===== src/rtl/serial_chunk_adder_pkg.sv =====
// Shared types and helpers for the serial chunk adder.
//   state_t : FSM state encoding (IDLE, BUSY, DONE)
//   nchunk  : number of CHUNK-bit slices in a WIDTH-bit operand
package adder_pkg;

    typedef enum logic [1:0] {
        IDLE = 2'd0,
        BUSY = 2'd1,
        DONE = 2'd2
    } state_t;

    function automatic int unsigned nchunk(int unsigned width, int unsigned chunk);
        return width / chunk;
    endfunction

endpackage


===== src/rtl/serial_chunk_adder_if.sv =====
// Operand/result handshake bundle for serial_chunk_adder.
//   master : operand producer / result consumer side
//   slave  : adder side
//   in_valid/in_ready  : operand handshake (a, b, cin, sub)
//   out_valid/out_ready: result handshake (sum, cout, overflow)
interface serial_chunk_adder_if #(
    parameter int unsigned WIDTH = 32
);
    logic             in_valid;
    logic             in_ready;
    logic [WIDTH-1:0] a;
    logic [WIDTH-1:0] b;
    logic             cin;
    logic             sub;
    logic             out_valid;
    logic             out_ready;
    logic [WIDTH-1:0] sum;
    logic             cout;
    logic             overflow;

    modport master (
        output in_valid, a, b, cin, sub, out_ready,
        input  in_ready, out_valid, sum, cout, overflow
    );

    modport slave (
        input  in_valid, a, b, cin, sub, out_ready,
        output in_ready, out_valid, sum, cout, overflow
    );
endinterface


===== src/rtl/chunk_adder.sv =====
// Combinational CHUNK-bit ripple-carry adder built from full_adder cells.
//   x, y : CHUNK-bit addends
//   ci   : carry into bit 0
//   s    : CHUNK-bit sum
//   co   : carry out of bit CHUNK-1
module chunk_adder #(
    parameter int unsigned CHUNK = 8
) (
    input  logic [CHUNK-1:0] x,
    input  logic [CHUNK-1:0] y,
    input  logic             ci,
    output logic [CHUNK-1:0] s,
    output logic             co
);
    logic [CHUNK:0] c;

    assign c[0] = ci;
    assign co   = c[CHUNK];

    for (genvar i = 0; i < CHUNK; i++) begin : g_fa
        full_adder u_fa (
            .x  (x[i]),
            .y  (y[i]),
            .ci (c[i]),
            .s  (s[i]),
            .co (c[i+1])
        );
    end
endmodule


===== src/rtl/full_adder.sv =====
// Single-bit full adder cell.
//   x, y, ci : addend bits and carry-in
//   s, co    : sum bit and carry-out
module full_adder (
    input  logic x,
    input  logic y,
    input  logic ci,
    output logic s,
    output logic co
);
    assign s  = x ^ y ^ ci;
    assign co = (x & y) | (ci & (x ^ y));
endmodule


===== src/rtl/serial_chunk_adder.sv =====
// Multi-cycle two's-complement adder/subtractor: WIDTH-bit operands are
// summed CHUNK bits per clock, least-significant chunk first, through one
// shared CHUNK-bit ripple stage.
//   clk, rst : clock, synchronous active-high reset
//   bus      : slave side of serial_chunk_adder_if
//              (operands in, sum/cout/overflow out, valid/ready both sides)
module serial_chunk_adder
    import adder_pkg::*;
#(
    parameter int unsigned WIDTH = 32,
    parameter int unsigned CHUNK = 8
) (
    input  logic               clk,
    input  logic               rst,
    serial_chunk_adder_if.slave bus
);
    localparam int unsigned NCHUNK = nchunk(WIDTH, CHUNK);
    localparam int unsigned IDXW   = (NCHUNK > 1) ? $clog2(NCHUNK) : 1;
    localparam logic [IDXW-1:0] LAST = IDXW'(NCHUNK - 1);

    if (WIDTH < 1 || CHUNK < 1 || (WIDTH % CHUNK) != 0) begin : g_bad_params
        $error("serial_chunk_adder: CHUNK must be >= 1 and divide WIDTH");
    end

    state_t state_q, state_d;

    // Operands shift right one chunk per BUSY edge; their original sign bits
    // are kept aside because the shifted copies lose them.
    logic [WIDTH-1:0] a_q, b_q;
    logic             a_msb_q, b_msb_q;
    logic             carry_q;
    logic [IDXW-1:0]  idx_q;
    logic [WIDTH-1:0] res_q, res_next;
    logic [WIDTH-1:0] sum_q;
    logic             cout_q, ovf_q;

    logic [CHUNK-1:0] s;
    logic             co;
    logic             last;

    assign last = (idx_q == LAST);

    chunk_adder #(
        .CHUNK (CHUNK)
    ) u_chunk (
        .x  (a_q[CHUNK-1:0]),
        .y  (b_q[CHUNK-1:0]),
        .ci (carry_q),
        .s  (s),
        .co (co)
    );

    // New chunk enters at the top so the final shift leaves chunk 0 at the LSBs.
    if (NCHUNK == 1) begin : g_res_single
        assign res_next = s;
    end else begin : g_res_shift
        assign res_next = {s, res_q[WIDTH-1:CHUNK]};
    end

    always_comb begin
        state_d = state_q;
        unique case (state_q)
            IDLE:    if (bus.in_valid)  state_d = BUSY;
            BUSY:    if (last)          state_d = DONE;
            DONE:    if (bus.out_ready) state_d = IDLE;
            default:                    state_d = IDLE;
        endcase
    end

    always_ff @(posedge clk) begin
        if (rst) begin
            state_q <= IDLE;
        end else begin
            state_q <= state_d;
        end
    end

    always_ff @(posedge clk) begin
        if (rst) begin
            a_q     <= '0;
            b_q     <= '0;
            a_msb_q <= 1'b0;
            b_msb_q <= 1'b0;
            carry_q <= 1'b0;
            idx_q   <= '0;
            res_q   <= '0;
            sum_q   <= '0;
            cout_q  <= 1'b0;
            ovf_q   <= 1'b0;
        end else if (state_q == IDLE && bus.in_valid) begin
            // Subtraction is A + ~B + 1: invert B here, inject the 1 as carry.
            a_q     <= bus.a;
            b_q     <= bus.sub ? ~bus.b : bus.b;
            a_msb_q <= bus.a[WIDTH-1];
            b_msb_q <= bus.sub ? ~bus.b[WIDTH-1] : bus.b[WIDTH-1];
            carry_q <= bus.sub ? 1'b1 : bus.cin;
            idx_q   <= '0;
        end else if (state_q == BUSY) begin
            a_q     <= a_q >> CHUNK;
            b_q     <= b_q >> CHUNK;
            res_q   <= res_next;
            carry_q <= co;
            if (last) begin
                sum_q  <= res_next;
                cout_q <= co;
                ovf_q  <= (a_msb_q == b_msb_q) && (res_next[WIDTH-1] != a_msb_q);
            end else begin
                idx_q <= idx_q + 1'b1;
            end
        end
    end

    assign bus.in_ready  = (state_q == IDLE);
    assign bus.out_valid = (state_q == DONE);
    assign bus.sum       = sum_q;
    assign bus.cout      = cout_q;
    assign bus.overflow  = ovf_q;
endmodule


===== src/flat_wrapper.sv =====
// flat-port wrapper written by rule: the top's interface ports become plain ports
module serial_chunk_adder_flat import adder_pkg::*;
#(
    parameter int unsigned WIDTH = 32,
    parameter int unsigned CHUNK = 8
)
  (clk, rst, bus_in_valid, bus_a, bus_b, bus_cin, bus_sub, bus_out_ready, bus_in_ready, bus_out_valid, bus_sum, bus_cout, bus_overflow);
  serial_chunk_adder_if #(.WIDTH(WIDTH)) bus_i ();
  input  logic clk;
  input  logic rst;
  input wire logic [$bits(bus_i.in_valid)-1:0] bus_in_valid;
  input wire logic [$bits(bus_i.a)-1:0] bus_a;
  input wire logic [$bits(bus_i.b)-1:0] bus_b;
  input wire logic [$bits(bus_i.cin)-1:0] bus_cin;
  input wire logic [$bits(bus_i.sub)-1:0] bus_sub;
  input wire logic [$bits(bus_i.out_ready)-1:0] bus_out_ready;
  output wire logic [$bits(bus_i.in_ready)-1:0] bus_in_ready;
  output wire logic [$bits(bus_i.out_valid)-1:0] bus_out_valid;
  output wire logic [$bits(bus_i.sum)-1:0] bus_sum;
  output wire logic [$bits(bus_i.cout)-1:0] bus_cout;
  output wire logic [$bits(bus_i.overflow)-1:0] bus_overflow;
  assign bus_i.in_valid = bus_in_valid;
  assign bus_i.a = bus_a;
  assign bus_i.b = bus_b;
  assign bus_i.cin = bus_cin;
  assign bus_i.sub = bus_sub;
  assign bus_i.out_ready = bus_out_ready;
  assign bus_in_ready = bus_i.in_ready;
  assign bus_out_valid = bus_i.out_valid;
  assign bus_sum = bus_i.sum;
  assign bus_cout = bus_i.cout;
  assign bus_overflow = bus_i.overflow;
  serial_chunk_adder #(.WIDTH(WIDTH), .CHUNK(CHUNK)) u_core (.clk(clk), .rst(rst), .bus(bus_i));
endmodule

===== config.mk =====
export PLATFORM = sky130hd
export DESIGN_NAME = serial_chunk_adder_flat
export DESIGN_NICKNAME = d
export VERILOG_FILES = /design/src/rtl/serial_chunk_adder_pkg.sv /design/src/rtl/serial_chunk_adder_if.sv /design/src/rtl/chunk_adder.sv /design/src/rtl/full_adder.sv /design/src/rtl/serial_chunk_adder.sv /design/src/flat_wrapper.sv
export SDC_FILE = /design/constraint.sdc
export NUM_CORES = 1
export LEC_CHECK = 0
export BUFFER_PORTS_ARGS = -buffer_cell sky130_fd_sc_hd__buf_2
export CAP_MARGIN = 30
export CORE_ASPECT_RATIO = 1.1
export CORE_MARGIN = 2
export CORE_UTILIZATION = 45
export CTS_CLUSTER_DIAMETER = 150
export DETAILED_ROUTE_END_ITERATION = 10
export GPL_ROUTABILITY_DRIVEN = 0
export GPL_TIMING_DRIVEN = 1
export PLACE_DENSITY = 0.67
export SLEW_MARGIN = 20
export SYNTH_ARGS = -nofsm -noshare
export SYNTH_HDL_FRONTEND = slang
export SYNTH_SLANG_ARGS = --single-unit

===== constraint.sdc =====
create_clock -name clk -period 6.4 [get_ports clk]
set_input_delay 1.28 -clock clk [delete_from_list [all_inputs] [get_ports clk]]
set_output_delay 1.28 -clock clk [all_outputs]
set_load 0.02 [all_outputs]

==> results <==
- The count of different cell masters after synthesis is 35.
- The floorplan step defined a die boundary enclosing 0.01301 mm2.
- Counting the fill cells in the layout gives 1070.
- Entering global routing, the biggest net connects roughly 100 pins.
- The capture instance of the worst register-to-register path is u_core.bus.overflow.
- The number of slew-limit violations in the final report is 0.
- Of all flip-flops after synthesis, the portion carrying an async set or reset was 0%.
- Counting flops with a built-in enable in the synthesized netlist gives 0.
- The startpoint identified for the worst register-to-register timing path is u_core.b_q[0].
- Setup violations remaining at the end of the flow were counted as 0.
- The antenna diode count is 0.
- In this run the number of H-tree levels came out at 4.
- The detail-routed net length per standard cell is 13.76 um.
- STA classifies the critical path endpoint as a flip-flop.
- The synthesized net count is 704.
- The number of sinks driven by the clock tree is 129.
- The number of flip-flops and latches in the synthesized netlist is 129.
- The global-route congestion overflow total is 0.
- The synthesized netlist cell count is 625.
- The number of placed instances, taps included, is 840.
- The worst min-delay path startpoint is u_core.bus.sum[18].
- For the worst setup path, the data required time is ~6.7 ns.
- The run finished with clean final reports.
- After the flow finishes, the layout carries non-filler instances totaling 872.
- The analysis attributes to cell leakage a power of 2.650 nW.
- The setup path with the least slack is of type flip-flop to flip-flop.
- The post-detailed-route DRC marker count is 0.
- The clock slew seen by the registers of the worst setup and hold paths is 0.05 ns.
- The count of nets left with antenna violations after detail routing is 0.
- Clock latency on the worst-skew pair, taken at its later pin, is a little over 0.4 ns.
- For this run, the total global-route usage over all layers was measured as 19.10%.
- After synthesis, flip-flops and latches occupy 47.36% of the total area.
- Compared with the post-synthesis result, the final layout area differs by 21.02%.
- Ranked by total cell area, the synthesized netlist is headed by sky130_fd_sc_hd__dfxtp_1 (47%), sky130_fd_sc_hd__a21oi_1 (7.8%), sky130_fd_sc_hd__nand2_1 (7.7%), sky130_fd_sc_hd__a221o_1 (4.4%), sky130_fd_sc_hd__or3b_2 (4.0%).
- The number of top-level design ports is 106.
- The number of clock buffers inserted by TritonCTS is 17.
- Counting both buffers and inverters, the worst setup path holds a total of 3.
- The number of buffers inserted for hold repair after clock tree synthesis is 0.
- The cell that appears most often on the critical path is sky130_fd_sc_hd__fa_1.
- The post-CTS repair timing setup buffer count is 0.
- Setup repair after global routing left no endpoint under its margin.
- Dividing total power by cell area gives a power density of 306.5 mW/mm2.
- Dividing the final minimum period by the clock period gives 70.85%.
- The number of buffers on the longest clock path is 2.
- The first global-routing pass estimated 19400 um of wire.
- On the critical path the largest part of the delay comes from adder cells.
- Counting instances, the worst hold path has a depth of 2.
- The class of the tightest hold or removal check is flip-flop to flip-flop.
- The sum of negative setup slack is 0 ns.
- For the pin with the worst max-slew slack, the measured transition is about 0.86 ns.
- The number of global-route vias before repair is approximately 4000.
- For this run, the number of Yosys warnings is 0.
- The post-CTS resize count is 0.
- The area inside the core boundary is about 0.012 mm2.
- The detailed router placed 4431 vias in this run.
- Clock skew on the completed layout was measured at 0.01130 ns.
- From bottom edge to top edge, the die measures 119.5 um.
- The largest voltage drop on the vdd net is 0.1746 mV.
- The post-route netlist has 24.51% of its cells at a drive strength greater than 1.
- For this run, the top clock speed supported by timing is 220.5 MHz.
- The primary flip-flop cell chosen by synthesis mapping is sky130_fd_sc_hd__dfxtp_1.
- The depth of the worst register-to-register path is 13.
- The wire-length estimate of the detail-placed layout is 8196 um.
- The slowest stage of the critical path is the sky130_fd_sc_hd__fa_1 cell.
- The number of nets in the finished design is 785.
- The floorplan row count is 42.
- The worst pin sits at a relative slew slack of around 42%.
- Summed over its instances, the top area cell type makes up 47.36% of the synthesized netlist area.
- The library cell used most frequently in the layout, excluding fill and tap cells, is sky130_fd_sc_hd__dfxtp_1.
- The count of routing violations after the opening detailed-route iteration is between 200 and 300.
- The largest single stage delay on the critical path is 0.47 ns.
- The combined area of all synthesized cells is roughly 0.0055 mm2.
- The library cells used most frequently in the layout, excluding fill and tap cells, are sky130_fd_sc_hd__dfxtp_1 (129), sky130_fd_sc_hd__nand2_1 (112), sky130_fd_sc_hd__buf_2 (104), sky130_fd_sc_hd__a21oi_1 (85), sky130_fd_sc_hd__nor2_1 (58).
- Input and output buffers added on the ports amount to 105.
- The initial antenna violation count is 0.
- The synthesized design spends more area on one cell type than any other, namely sky130_fd_sc_hd__dfxtp_1.
- Clock tree synthesis selected as its root buffer the cell sky130_fd_sc_hd__clkbuf_16.
- After layout, the worst setup slack is 1.866 ns.
- The internal reg-to-reg setup slack is 1.87 ns.
- At the worst endpoint, the arrival time is between 4 and 5 ns.
- The minimum setup slack after placement is 1.854 ns.
- The number of max-cap violations is 0.
- The initial core utilization is around 46%.
- The highest net fanout along the worst path is 4.
- The average via count per standard cell is 5.081.
- Walking the worst path, the cells encountered are fa_1, fa_1, fa_1, fa_1, fa_1, inv_1, fa_1, inv_1, fa_1, inv_1, fa_1, or3_1, a311oi_1.
- The iteration count of the initial detailed-routing pass is 4.
- The number of failing hold endpoints at the final stage is 0.
- The element type at the critical path start is a flip-flop.
- The shortest clock period the worst path allows after layout is 4.534 ns.
- The total length of routed wires is 12000 um.
- TritonCTS built the clock tree.
- The worst hold path terminates at u_core.bus.sum[18].
- The average instance area after synthesis is 8.724 um2.
- The horizontal die dimension is 109.0 um.
[worst max-delay path by stage]
stage                  startpoint  depth (start not counted)                  end
floorplan           u_core.b_q[0]                         13  u_core.bus.overflow
global placement    u_core.b_q[0]                         13  u_core.bus.overflow
detailed placement  u_core.b_q[0]                         13  u_core.bus.overflow
CTS                 u_core.b_q[0]                         13  u_core.bus.overflow
global route        u_core.b_q[0]                         13  u_core.bus.overflow
finish              u_core.b_q[0]                         13  u_core.bus.overflow
[cell families (layout without fill, tap and decap cells)]
group                      Yosys count  after routing  share of synthesized area (%)
and+or+nand+nor                    265            265                          23.63
DFF                                129            129                          47.36
AOI/OAI and AO/OA                  128            128                          15.10
buffers and inverters               59            152                          5.048
xor gates and xnor gates            33             33                          5.301
adders and majority gates            9              9                          3.166
muxes                                2              2                         0.3901
[metal layers]
layer | share of wire [%] | track usage (%) | vias to the layer above
met5 | 0 | 0 | -
met4 | 0.88 | 6.651 | 0
met3 | 5.6 | 4.926 | 11
met2 | 50 | 31.60 | 115
met1 | 44 | 23.86 | 2034
li1 | - | - | 2271
[worst register-to-register path: cells and delay by family (launching register included)]
kind | cells | cell delay, ns
flip-flops | 1 | 0.33
AO/OA/AOI/OAI | 1 | 0.28
AND/OR/NAND/NOR | 1 | 0.32
buffers and inverters | 3 | 0.22
adder cells (fa/ha/maj) | 8 | 3.27
[synthesized netlist by cell type (all sizes together) (8+ instances only)]
library cell  number
nand2b            28
fa                 8
a22o              10
nor2              60
dfxtp            129
xor2               8
a21oi             85
buf               30
a221o             24
or3b              25
clkbuf            22
nor3              26
nand2            112
xnor2             25
[cell type report]
| class | instances | area (um2) | area share [%] |
|---|---|---|---|
| multi-input combinational | 437 | 2595 | 39.33 |
| sequential | 129 | 2582 | 39.14 |
| timing repair buffer | 114 | 615.6 | 9.329 |
| clock buffer | 19 | 452.9 | 6.864 |
| tap | 154 | 192.7 | 2.920 |
| clock inverter | 12 | 133.9 | 2.029 |
| inverter | 7 | 26.28 | 0.3982 |
[stage by stage]
step	utilization, %	hold slack, ns	cell area, um2	total power, mW
2_1_floorplan	-	0.4321	5453	1.037
3_3_place_gp	50.10	0.4401	5977	1.090
3_5_place_dp	50.23	0.4462	5992	1.095
4_1_cts	55.15	0.4540	6579	2.035
5_1_grt	55.32	0.4698	6599	2.106
6_report	55.32	0.4496	6599	2.022
[power by group]
group	switching, mW	internal [mW]
logic	0.110	0.0941
registers	0.0272	0.847
clock network	0.352	0.592
[flip-flops by register name, summed over array words and instances, names as in the netlist]
signal,cells
u_core.b_q,32
u_core.b_msb_q,1
u_core.bus.sum,32
u_core.bus.cout,1
u_core.bus.overflow,1
u_core.idx_q,2
u_core.a_q,32
u_core.state_q,2
u_core.res_q,24
u_core.a_msb_q,1
u_core.carry_q,1
Note: power is estimated with default switching activity, not from simulation.
